<file path="src/rtl/timer_irq_ctrl.sv">
// Timer interrupt controller: captures tick and compare events from the system
// counter and presents one prioritised request to the core with an ack/done handshake.
module timer_irq_ctrl #(
    parameter int   OVR_W     = 8,
    parameter logic TICK_PRIO = 1'b1
) (
    input  logic        proc_clk,
    input  logic        rst,
    input  logic        freeze,
    input  logic        tick_en,
    input  logic        cmp_match,
    input  logic        irq_ack,
    input  logic        irq_done,
    input  logic [1:0]  reg_sel,
    input  logic        reg_wr_en,
    input  logic [31:0] reg_wrdata,
    output logic [31:0] reg_rddata,
    output logic        irq_req,
    output logic        irq_cause,
    output logic        irq_active
);

    typedef enum logic [1:0] {
        IDLE = 2'b00,
        PEND = 2'b01,
        SERV = 2'b10
    } state_e;

    localparam logic [OVR_W-1:0] OVR_MAX = '1;

    state_e           state_q, state_d;
    logic [2:0]       ctrl_q, ctrl_d;
    logic             tickPend_q, tickPend_d;
    logic             cmpPend_q, cmpPend_d;
    logic [OVR_W-1:0] overrun_q, overrun_d;
    logic             cmp_q;
    logic             cause_q, cause_d;
    logic [31:0]      rddata_q, rddata_d;

    logic wrCtrl, wrStat, wrOvr;
    logic tickEl, cmpEl, anyEl, winTick;
    logic cmpEvt, ackTake;
    logic unusedWrBits;

    assign unusedWrBits = ^reg_wrdata[31:3];

    assign wrCtrl  = reg_wr_en & (reg_sel == 2'b00);
    assign wrStat  = reg_wr_en & (reg_sel == 2'b01);
    assign wrOvr   = reg_wr_en & (reg_sel == 2'b10);
    assign tickEl  = tickPend_q & ctrl_q[0];
    assign cmpEl   = cmpPend_q & ctrl_q[1];
    assign anyEl   = tickEl | cmpEl;
    assign winTick = tickEl & (ctrl_q[2] | ~cmpEl);
    assign cmpEvt  = cmp_match & ~cmp_q;
    // An ack only counts when the FSM actually moves PEND -> SERV this edge.
    assign ackTake = (state_q == PEND) & ~freeze & irq_ack & anyEl;

    always_ff @(posedge proc_clk) begin
        if (rst) begin
            state_q <= IDLE;
        end else begin
            state_q <= state_d;
        end
    end

    always_comb begin
        state_d = state_q;
        if (!freeze) begin
            case (state_q)
                IDLE: if (anyEl) state_d = PEND;
                PEND: begin
                    if (!anyEl) begin
                        state_d = IDLE;
                    end else if (irq_ack) begin
                        state_d = SERV;
                    end
                end
                SERV: if (irq_done) state_d = IDLE;
                default: state_d = IDLE;
            endcase
        end
    end

    // Cause follows the live winner while requesting, otherwise the value latched at ack.
    always_comb begin
        irq_req    = (state_q == PEND);
        irq_active = (state_q == SERV);
        irq_cause  = (state_q == PEND) ? winTick : cause_q;
    end

    // New events take precedence over both software clears and ack clears.
    always_comb begin
        tickPend_d = tick_en
                   | (tickPend_q & ~(wrStat & reg_wrdata[0]) & ~(ackTake & winTick));
        cmpPend_d  = cmpEvt
                   | (cmpPend_q & ~(wrStat & reg_wrdata[1]) & ~(ackTake & ~winTick));
        ctrl_d     = wrCtrl ? reg_wrdata[2:0] : ctrl_q;
        cause_d    = ackTake ? winTick : cause_q;
        overrun_d  = overrun_q;
        if (wrOvr) begin
            overrun_d = '0;
        end else if (tick_en && tickPend_q && (overrun_q != OVR_MAX)) begin
            overrun_d = overrun_q + OVR_W'(1);
        end
    end

    always_comb begin
        case (reg_sel)
            2'b00:   rddata_d = {29'b0, ctrl_q};
            2'b01:   rddata_d = {26'b0, state_q, 2'b00, cmpPend_q, tickPend_q};
            2'b10:   rddata_d = 32'(overrun_q);
            default: rddata_d = 32'b0;
        endcase
    end

    always_ff @(posedge proc_clk) begin
        if (rst) begin
            ctrl_q     <= {TICK_PRIO, 2'b00};
            tickPend_q <= 1'b0;
            cmpPend_q  <= 1'b0;
            overrun_q  <= '0;
            cmp_q      <= 1'b0;
            cause_q    <= 1'b0;
            rddata_q   <= 32'b0;
        end else begin
            ctrl_q     <= ctrl_d;
            tickPend_q <= tickPend_d;
            cmpPend_q  <= cmpPend_d;
            overrun_q  <= overrun_d;
            cmp_q      <= cmp_match;
            cause_q    <= cause_d;
            rddata_q   <= rddata_d;
        end
    end

    assign reg_rddata = rddata_q;

endmodule

</file>
<file path="config.mk">
export PLATFORM = sky130hd
export DESIGN_NAME = timer_irq_ctrl
export DESIGN_NICKNAME = d
export VERILOG_FILES = /design/src/rtl/timer_irq_ctrl.sv
export SDC_FILE = /design/constraint.sdc
export NUM_CORES = 1
export LEC_CHECK = 0
export BUFFER_PORTS_ARGS = -buffer_cell sky130_fd_sc_hd__buf_2
export CORE_ASPECT_RATIO = 0.75
export CORE_UTILIZATION = 38
export DETAILED_ROUTE_END_ITERATION = 10
export GPL_ROUTABILITY_DRIVEN = 0
export PLACE_DENSITY_LB_ADDON = 0.15
export SLEW_MARGIN = 20
export SYNTH_ARGS = -nofsm -noshare
export SYNTH_HDL_FRONTEND = slang
export SYNTH_SLANG_ARGS = --single-unit
</file>
<file path="constraint.sdc">
create_clock -name proc_clk -period 1.8 [get_ports proc_clk]
set_clock_uncertainty 0.2 [all_clocks]
set_input_delay 0 -clock proc_clk [delete_from_list [all_inputs] [get_ports proc_clk]]
set_output_delay 0 -clock proc_clk [all_outputs]
set_load 0.01 [all_outputs]
</file>
==> results of run 1 <==
-- worst register-to-register path, delay by kind of cell (launching register included) --
kind,cells,cell delay [ns]
AO/OA/AOI/OAI,2,0.30
flip-flops,1,0.42
AND/OR/NAND/NOR,2,0.73
-- stage by stage --
step / total power (uW) / worst slack [ns] / utilization / hold WS, ns
global placement: 690.3 / 0.08215 / 0.4499 / 0.005799
floorplan: 696.4 / 0.1163 / - / -0.1207
finish: 1043 / 0.05874 / 0.5290 / 0.01411
detailed placement: 691.5 / 0.06413 / 0.4499 / 0.008413
CTS: 1059 / 0.05175 / 0.5241 / 0.001178
global route: 1101 / -0.001826 / 0.5290 / 0.08541
-- power groups by stage --
| stage | clock network [uW] | logic [uW] | registers, uW |
|---|---|---|---|
| finish | 333 | 135 | 575 |
| global route | 376 | 148 | 577 |
| CTS | 352 | 133 | 575 |
| detailed placement | 0 | 104 | 587 |
| global placement | 0 | 103 | 587 |
| floorplan | 0 | 110 | 587 |
-- routing by layer --
metal  up-vias  track usage  share of wire
met5         -            0              0
met4         0      0.02721         0.0032
met3         2      0.05000          0.076
met2        51       0.2298           0.41
met1       505       0.1930           0.51
li1        569            -              -
-- path summary, 6_finish.rpt --
kind                              from                  endpoint  slack [ns]  cells past startpoint
hold / removal              reg_sel[0]  reg_rddata[5]$_SDFF_PP0_        0.01                      4
setup / recovery  cmpPend_q$_SDFF_PP0_      cmpPend_q$_SDFF_PP0_        0.06                      4
setup reg to reg  cmpPend_q$_SDFF_PP0_      cmpPend_q$_SDFF_PP0_        0.06                      4
hold reg to reg   cause_q$_SDFFE_PP0P_      cause_q$_SDFFE_PP0P_        0.26                      2
-- synth_stat cells --
| library cell | instances | area [um2] |
|---|---|---|
| a211oi_1 | 2 | 15.01 |
| nor2_1 | 15 | 56.30 |
| clkbuf_1 | 3 | 11.26 |
| nor3b_2 | 1 | 12.51 |
| a21o_1 | 1 | 7.510 |
| a311oi_1 | 1 | 8.760 |
| and3_1 | 1 | 6.260 |
| a22oi_1 | 2 | 15.01 |
| or2_0 | 1 | 6.260 |
| a2111oi_0 | 1 | 8.760 |
| o211ai_1 | 3 | 22.52 |
| dfxtp_1 | 25 | 500.5 |
| a22oi_2 | 1 | 12.51 |
| buf_6 | 1 | 11.26 |
| nand2b_4 | 1 | 13.76 |
| or3_1 | 1 | 6.260 |
| o31ai_1 | 2 | 15.01 |
| and2_1 | 3 | 18.77 |
| and4_1 | 1 | 8.760 |
| inv_1 | 5 | 18.77 |
| xnor2_1 | 1 | 8.760 |
| or4b_4 | 1 | 13.76 |
| xor2_1 | 1 | 8.760 |
| nor3_1 | 3 | 15.01 |
| mux2i_1 | 5 | 50.05 |
| nand3_1 | 6 | 30.03 |
| buf_4 | 24 | 180.2 |
| nor2b_1 | 6 | 37.54 |
| a31oi_1 | 1 | 6.260 |
| a22o_1 | 1 | 8.760 |
| a211o_1 | 1 | 8.760 |
| a21boi_0 | 1 | 7.510 |
| ha_1 | 1 | 12.51 |
| o21ai_0 | 4 | 20.02 |
| conb_1 | 1 | 3.750 |
| nand2_1 | 5 | 18.77 |
| or4_1 | 1 | 7.510 |
| nand4_1 | 3 | 18.77 |
| a21oi_1 | 10 | 50.05 |
| nand2b_1 | 1 | 6.260 |
-- cell type report --
cell class / instances / share of cell area
multi-input cells: 113 / 0.4003
repair buffers: 50 / 0.2224
inverters: 5 / 0.01150
clock inverters: 1 / 0.004601
well taps: 38 / 0.02914
flip-flops and latches: 25 / 0.3067
clock buffers: 3 / 0.02531
-- logic make-up after synthesis --
logic type / share of synthesized area
adder cells (fa/ha/maj): 0.009707
multiplexers: 0.03884
AND/OR/NAND/NOR: 0.2146
AO/OA/AOI/OAI: 0.1602
buffers and inverters: 0.1718
other: 0.002910
flip-flops: 0.3883
XOR/XNOR: 0.01359
-- registers in the layout, indices dropped and copies added, names as in the netlist --
| signal | cells |
|---|---|
| state_q | 2 |
| cause_q | 1 |
| cmp_q | 1 |
| cmpPend_q | 1 |
| tickPend_q | 1 |
| reg_rddata | 8 |
| ctrl_q | 3 |
| overrun_q | 8 |
-- placed cells by master (no fill, tap or decap), types with 2 or more instances in the layout --
cell	Yosys	final
clkbuf_8	0	3
nor3_1	3	3
o31ai_1	2	2
nand2_1	5	5
o211ai_1	3	3
inv_1	5	5
buf_2	0	23
mux2i_1	5	5
buf_4	24	9
a211oi_1	2	2
dlygate4sd3_1	0	18
nor2b_1	6	6
a22oi_1	2	2
nor2_1	15	15
and2_1	3	3
dfxtp_1	25	25
o21ai_0	4	4
a21oi_1	10	10
nand4_1	3	3
nand3_1	6	6
conb_1	1	24
-- what timing repair did --
item | 4_1_cts | 5_1_grt
endpoints found under the setup margin | 0 | 2
endpoints found under the hold margin | 17 | 0
setup buffers | 0 | 2
hold buffers | 18 | 0
==> summary.md, run 1 <==
| Metric | Value |
|---|---|
| Total clock sinks | 25 |
| Maximum number of pins on one net before global-route repair | 18 |
| Count of vias placed by the detailed router | 1127 |
| Number of DRC violations after detailed-routing iteration 0 | 33 |
| First-pass iteration count of the detailed router | 6 |
| Layout fillers | 283 |
| Number of diodes | 0 |
| Relative contribution of sequential cells to total power | 0.551 |
| Sw Share | 0.2497 |
| Total power density per cell area | 639.4 nW/um2 |
| Internal power | 782.8 uW |
| Post-route design area | 1632 um2 |
| TritonCTS clock tree | yes |
| Delay of the slowest critical-path stage | 0.57 ns |
| Congestion Overflow GR | 0 |
| Area enclosed by the die boundary | 3631 um2 |
| Number of core rows | 17 |
| Netlist area before placement | 1289 um2 |
| Crit path buf inv count | 0 |
| Leakage power figure | 0.0007171 uW |
| Via-to-Cell Ratio | 4.796 |
| Final count of pins violating max slew | 0 |
| Final antenna-violating net count | 0 |
| Register area | 500.5 um2 |
| Global Route Usage Sum | 0.1451 |
| Chip width | 69.25 um |
| Number of failing hold endpoints at the final stage | 0 |
| Timing-limited maximum frequency | 574.3 MHz |
| Result of the run | finished clean |
| Power share of the clock group | 0.319 |
| Post-Syn Instances | 148 |
| Total number of yosys warnings | 0 |
| Residual DRC count | 0 |
| Clock latency at the later pin of the worst-skew pair | 0.27 ns |
| Total negative slack | 0 ns |
| Maximum clock insertion buffer count | 2 |
| Routed wire length | 2.529 mm |
| Proportion of power drawn by combinational gates | 0.130 |
| Area added between synthesis and finish | 26.60% |
| Number of cells upsized or downsized after cts | 0 |
| Number of global-route vias before repair | 911 |
| Total core area | 3084 um2 |
| Critical Path Start Type | flop |
| Post-synthesis register bit count | 25 |
| Buffer type at the clock tree root | clkbuf_8 |
| Layout cells sized above 1 | 0.2030 |
| I/O Pins | 77 |
| Vert. Die Dim | 52.44 um |
| Slowest cell on the critical path | or4b_4 |
| Post-synthesis sequential area ratio | 0.3883 |
| Starting utilization of the core area | 0.4178 |
| Total net switching power | 260.5 uW |
| Fin crit period | 1.741 ns |
| Min-delay worst type | in2reg |
| Setup Crit Path Kind | reg2reg |
| Avg Cell Area, Syn | 8.708 um2 |
| Req. time, crit path | 1.77 ns |
| Setup violation total in the final timing report | 0 |
| Maximum level of the CTS H-tree | 1 |
| Worst vdd ir | 448.0 uV |
| Hpwl dp | 1.855 mm |
| Wirelength per Cell | 10.76 um |
| Placed Cells | 211 |
| Cell type group with the largest total delay on the critical path | simple AND/OR/NAND/NOR gates |
| Inserted Clock Buffers | 3 |
| CP cell instances | a22oi_2, or4b_4, nand2b_4, a22o_1 |
| Period utilisation layout | 0.9674 |
| Filler-free cell count of the finished design | 235 |
| First-pass GRT wire length | 4.160 mm |
| Data arrival time of the worst path | 1.71 ns |
| Synth cell types | 40 |
| Port-buffer cells | 23 |
| NumNets Final | 241 |
| Total of max-cap violations | 0 |
| Clock transition at the registers of the reported paths | 0.09 ns |
| Element type at the critical path end | flop |
| Placed cell area | 1388 um2 |
| Number of antenna violations at the first check in global routing | 0 |
| CP Max Fanout | 5 |
| Multi-input logic area | 653.1 um2 |
(Power assumes the default switching activity.)
==> inputs of run 2 (changes only) <==
--- a/config.mk
+++ b/config.mk
@@ -7,7 +7,7 @@
 export LEC_CHECK = 0
 export BUFFER_PORTS_ARGS = -buffer_cell sky130_fd_sc_hd__buf_2
 export CORE_ASPECT_RATIO = 0.75
-export CORE_UTILIZATION = 38
+export CORE_UTILIZATION = 43
 export DETAILED_ROUTE_END_ITERATION = 10
 export GPL_ROUTABILITY_DRIVEN = 0
 export PLACE_DENSITY_LB_ADDON = 0.15
==> constraint.sdc (replaced) <==
create_clock -name proc_clk -period 1.61 [get_ports proc_clk]
set_clock_uncertainty 0.2 [all_clocks]
set_input_delay 0 -clock proc_clk [delete_from_list [all_inputs] [get_ports proc_clk]]
set_output_delay 0 -clock proc_clk [all_outputs]
set_load 0.01 [all_outputs]
==> run 2 against run 1 <==
  * The flow now finishes with violations (hold timing, setup timing)
  * Setup slack worse by 0.099 ns
  * Sequential share of layout area is 0.14 points higher
  * Critical path depth stayed put
  * Design area is 1.5% higher
  * Highest routed layer unchanged
  * Sequential power is 12% higher
  * Power is 13% higher
  * Global-route usage is 3.1 points higher
  * Clock-buffer cell count stayed put
  * Utilization is 7.9 points higher
  * Worst hold slack worse by 0.20 ns
  * Via count is 2.3% lower
  * Die area is 11% lower
==> summary.md, run 2 (synthesis gave the netlist of run 1 again) <==
| Metric | Value |
|---|---|
| Number of failing hold endpoints at the final stage | 3 |
| Number of antenna violations at the first check in global routing | 0 |
| Critical Path Start Type | flop |
| First-pass GRT wire length | 4.367 mm |
| Wirelength per Cell | 11.21 um |
| Worst reg-to-reg setup slack | -0.04 ns |
| Min-delay worst type | in2reg |
| Final antenna-violating net count | 0 |
| Setup violation total in the final timing report | 1 |
| R2r endpoint | cmpPend_q$_SDFF_PP0_ |
| NumNets Final | 242 |
| Vert. Die Dim | 49.41 um |
| Routed wire length | 2.624 mm |
| Maximum number of pins on one net before global-route repair | 18 |
| Clock transition at the registers of the reported paths | 0.09 ns |
| Worst reg2reg startpoint | ctrl_q[0]$_SDFFE_PP0P_ |
| Global Route Usage Sum | 0.1761 |
| Failing checks | hold timing, setup timing |
| Setup Crit Path Kind | reg2reg |
| Number of core rows | 16 |
| Most frequent cells in the layout | conb_1, buf_2, dfxtp_1 |
| Residual DRC count | 0 |
| First-pass iteration count of the detailed router | 4 |
| Placed cell area | 1423 um2 |
| Leakage power figure | 0.0007197 uW |
| Worst vdd ir | 455.7 uV |
| Worst Hold Depth | 3 |
| Inserted Clock Buffers | 3 |
| Chip width | 65.22 um |
| Filler-free cell count of the finished design | 234 |
| Number of global-route vias before repair | 956 |
| Layout cells sized above 1 | 0.2727 |
| Start point of the worst min-delay path | freeze |
| Worst Hold Margin | -0.1893 ns |
| Placed Cells | 214 |
| Req. time, crit path | 1.58 ns |
| Number of buffers added to fix hold violations after cts | 16 |
| Number of diodes | 0 |
| Number of DRC violations after detailed-routing iteration 0 | 40 |
| TritonCTS clock tree | yes |
| Most common library cell in the layout ignoring fill and taps | conb_1 |
| Via-to-Cell Ratio | 4.705 |
| Final design utilization | 0.6085 |
| Buffer type at the clock tree root | clkbuf_8 |
| Hold worst-path end | state_q[0]$_SDFFE_PP0P_ |
| Total negative slack | -0.04057 ns |
| Setup repair after global routing missed its margin | yes |
| Period utilisation layout | 1.025 |
| Hpwl dp | 1.811 mm |
| Maximum level of the CTS H-tree | 1 |
| Worst Slack Setup Final | -0.04057 ns |
| Timing-limited maximum frequency | 605.9 MHz |
| I/O Pins | 77 |
| Post-CTS Setup Repair Bufs | 0 |
| Layout fillers | 256 |
| Maximum clock insertion buffer count | 2 |
| Clock latency at the later pin of the worst-skew pair | 0.27 ns |
| Total clock sinks | 25 |
| Area added between synthesis and finish | 28.54% |
| Starting utilization of the core area | 0.4733 |
| Post-route design area | 1657 um2 |
| Total core area | 2723 um2 |
| Origin of the worst setup path | ctrl_q[0]$_SDFFE_PP0P_ |
| CP Max Fanout | 5 |
| Element type at the critical path end | flop |
| Total of max-cap violations | 0 |
| Worst R2R Path Depth | 4 |
| Congestion Overflow GR | 0 |
| Count of vias placed by the detailed router | 1101 |
| Data arrival time of the worst path | 1.62 ns |
| Total power density per cell area | 714.1 nW/um2 |
| Setup Slack @ Placement | -0.04833 ns |
| Area enclosed by the die boundary | 3222 um2 |
| Fin crit period | 1.651 ns |
| Port-buffer cells | 23 |
| Final count of pins violating max slew | 0 |
| Result of the run | finished, violations left |
-- run 2: per-layer routing --
layer	wire length, um	part of all wire	vias up	track usage
met3	201	0.077	4	0.06308
met5	0	0	-	0
li1	-	-	569	-
met1	1279	0.49	484	0.2350
met2	1120	0.43	44	0.2680
met4	22	0.0084	0	0.04348
-- run 2: cell type report --
type                       instances  area (um2)  share of cell area
timing repair buffer              51       365.4              0.2205
clock buffer                       3       41.29             0.02492
clock inverter                     1       7.507            0.004532
sequential                        25       510.5              0.3082
inverter                           5       18.77             0.01133
multi-input combinational        113       668.1              0.4033
tap                               36       45.04             0.02719
-- run 2: power breakdown --
group	switching (uW)	internal (uW)	leakage, uW
registers	8.37	634	0.000205
logic	87.5	72.7	0.000493
clock network	205	176	0.0000217
total	301	882	0.000720
-- run 2: through the flow --
step,power (uW),hold slack [ns]
5_1_grt,1243,-0.1948
6_report,1183,-0.1893
4_1_cts,1191,-0.2009
3_3_place_gp,779.6,0.004899
3_5_place_dp,780.0,0.01105
2_1_floorplan,778.6,-0.1207
-- run 2: how the worst max path moves through the flow --
| stage | cells after the start | slack [ns] | end |
|---|---|---|---|
| 2_1_floorplan | 5 | -0.07 | cmpPend_q$_SDFF_PP0_ |
| 3_3_place_gp | 4 | -0.008 | cmpPend_q$_SDFF_PP0_ |
| 3_5_place_dp | 4 | -0.05 | cmpPend_q$_SDFF_PP0_ |
| 4_1_cts | 4 | -0.04 | cmpPend_q$_SDFF_PP0_ |
| 5_1_grt | 4 | -0.07 | cmpPend_q$_SDFF_PP0_ |
| 6_report | 4 | -0.04 | cmpPend_q$_SDFF_PP0_ |
-- run 2: critical path, stage by stage, from the launching register on --
cell      delay, ns
dfxtp_2        0.35
a22oi_2        0.08
or4b_4         0.56
nand2b_4       0.16
a22o_1         0.20
-- run 2: timing repair --
action,CTS,global route
pin swaps,0,1
endpoints found under the hold margin,19,3
endpoints found under the setup margin,2,8
resized for setup,6,6
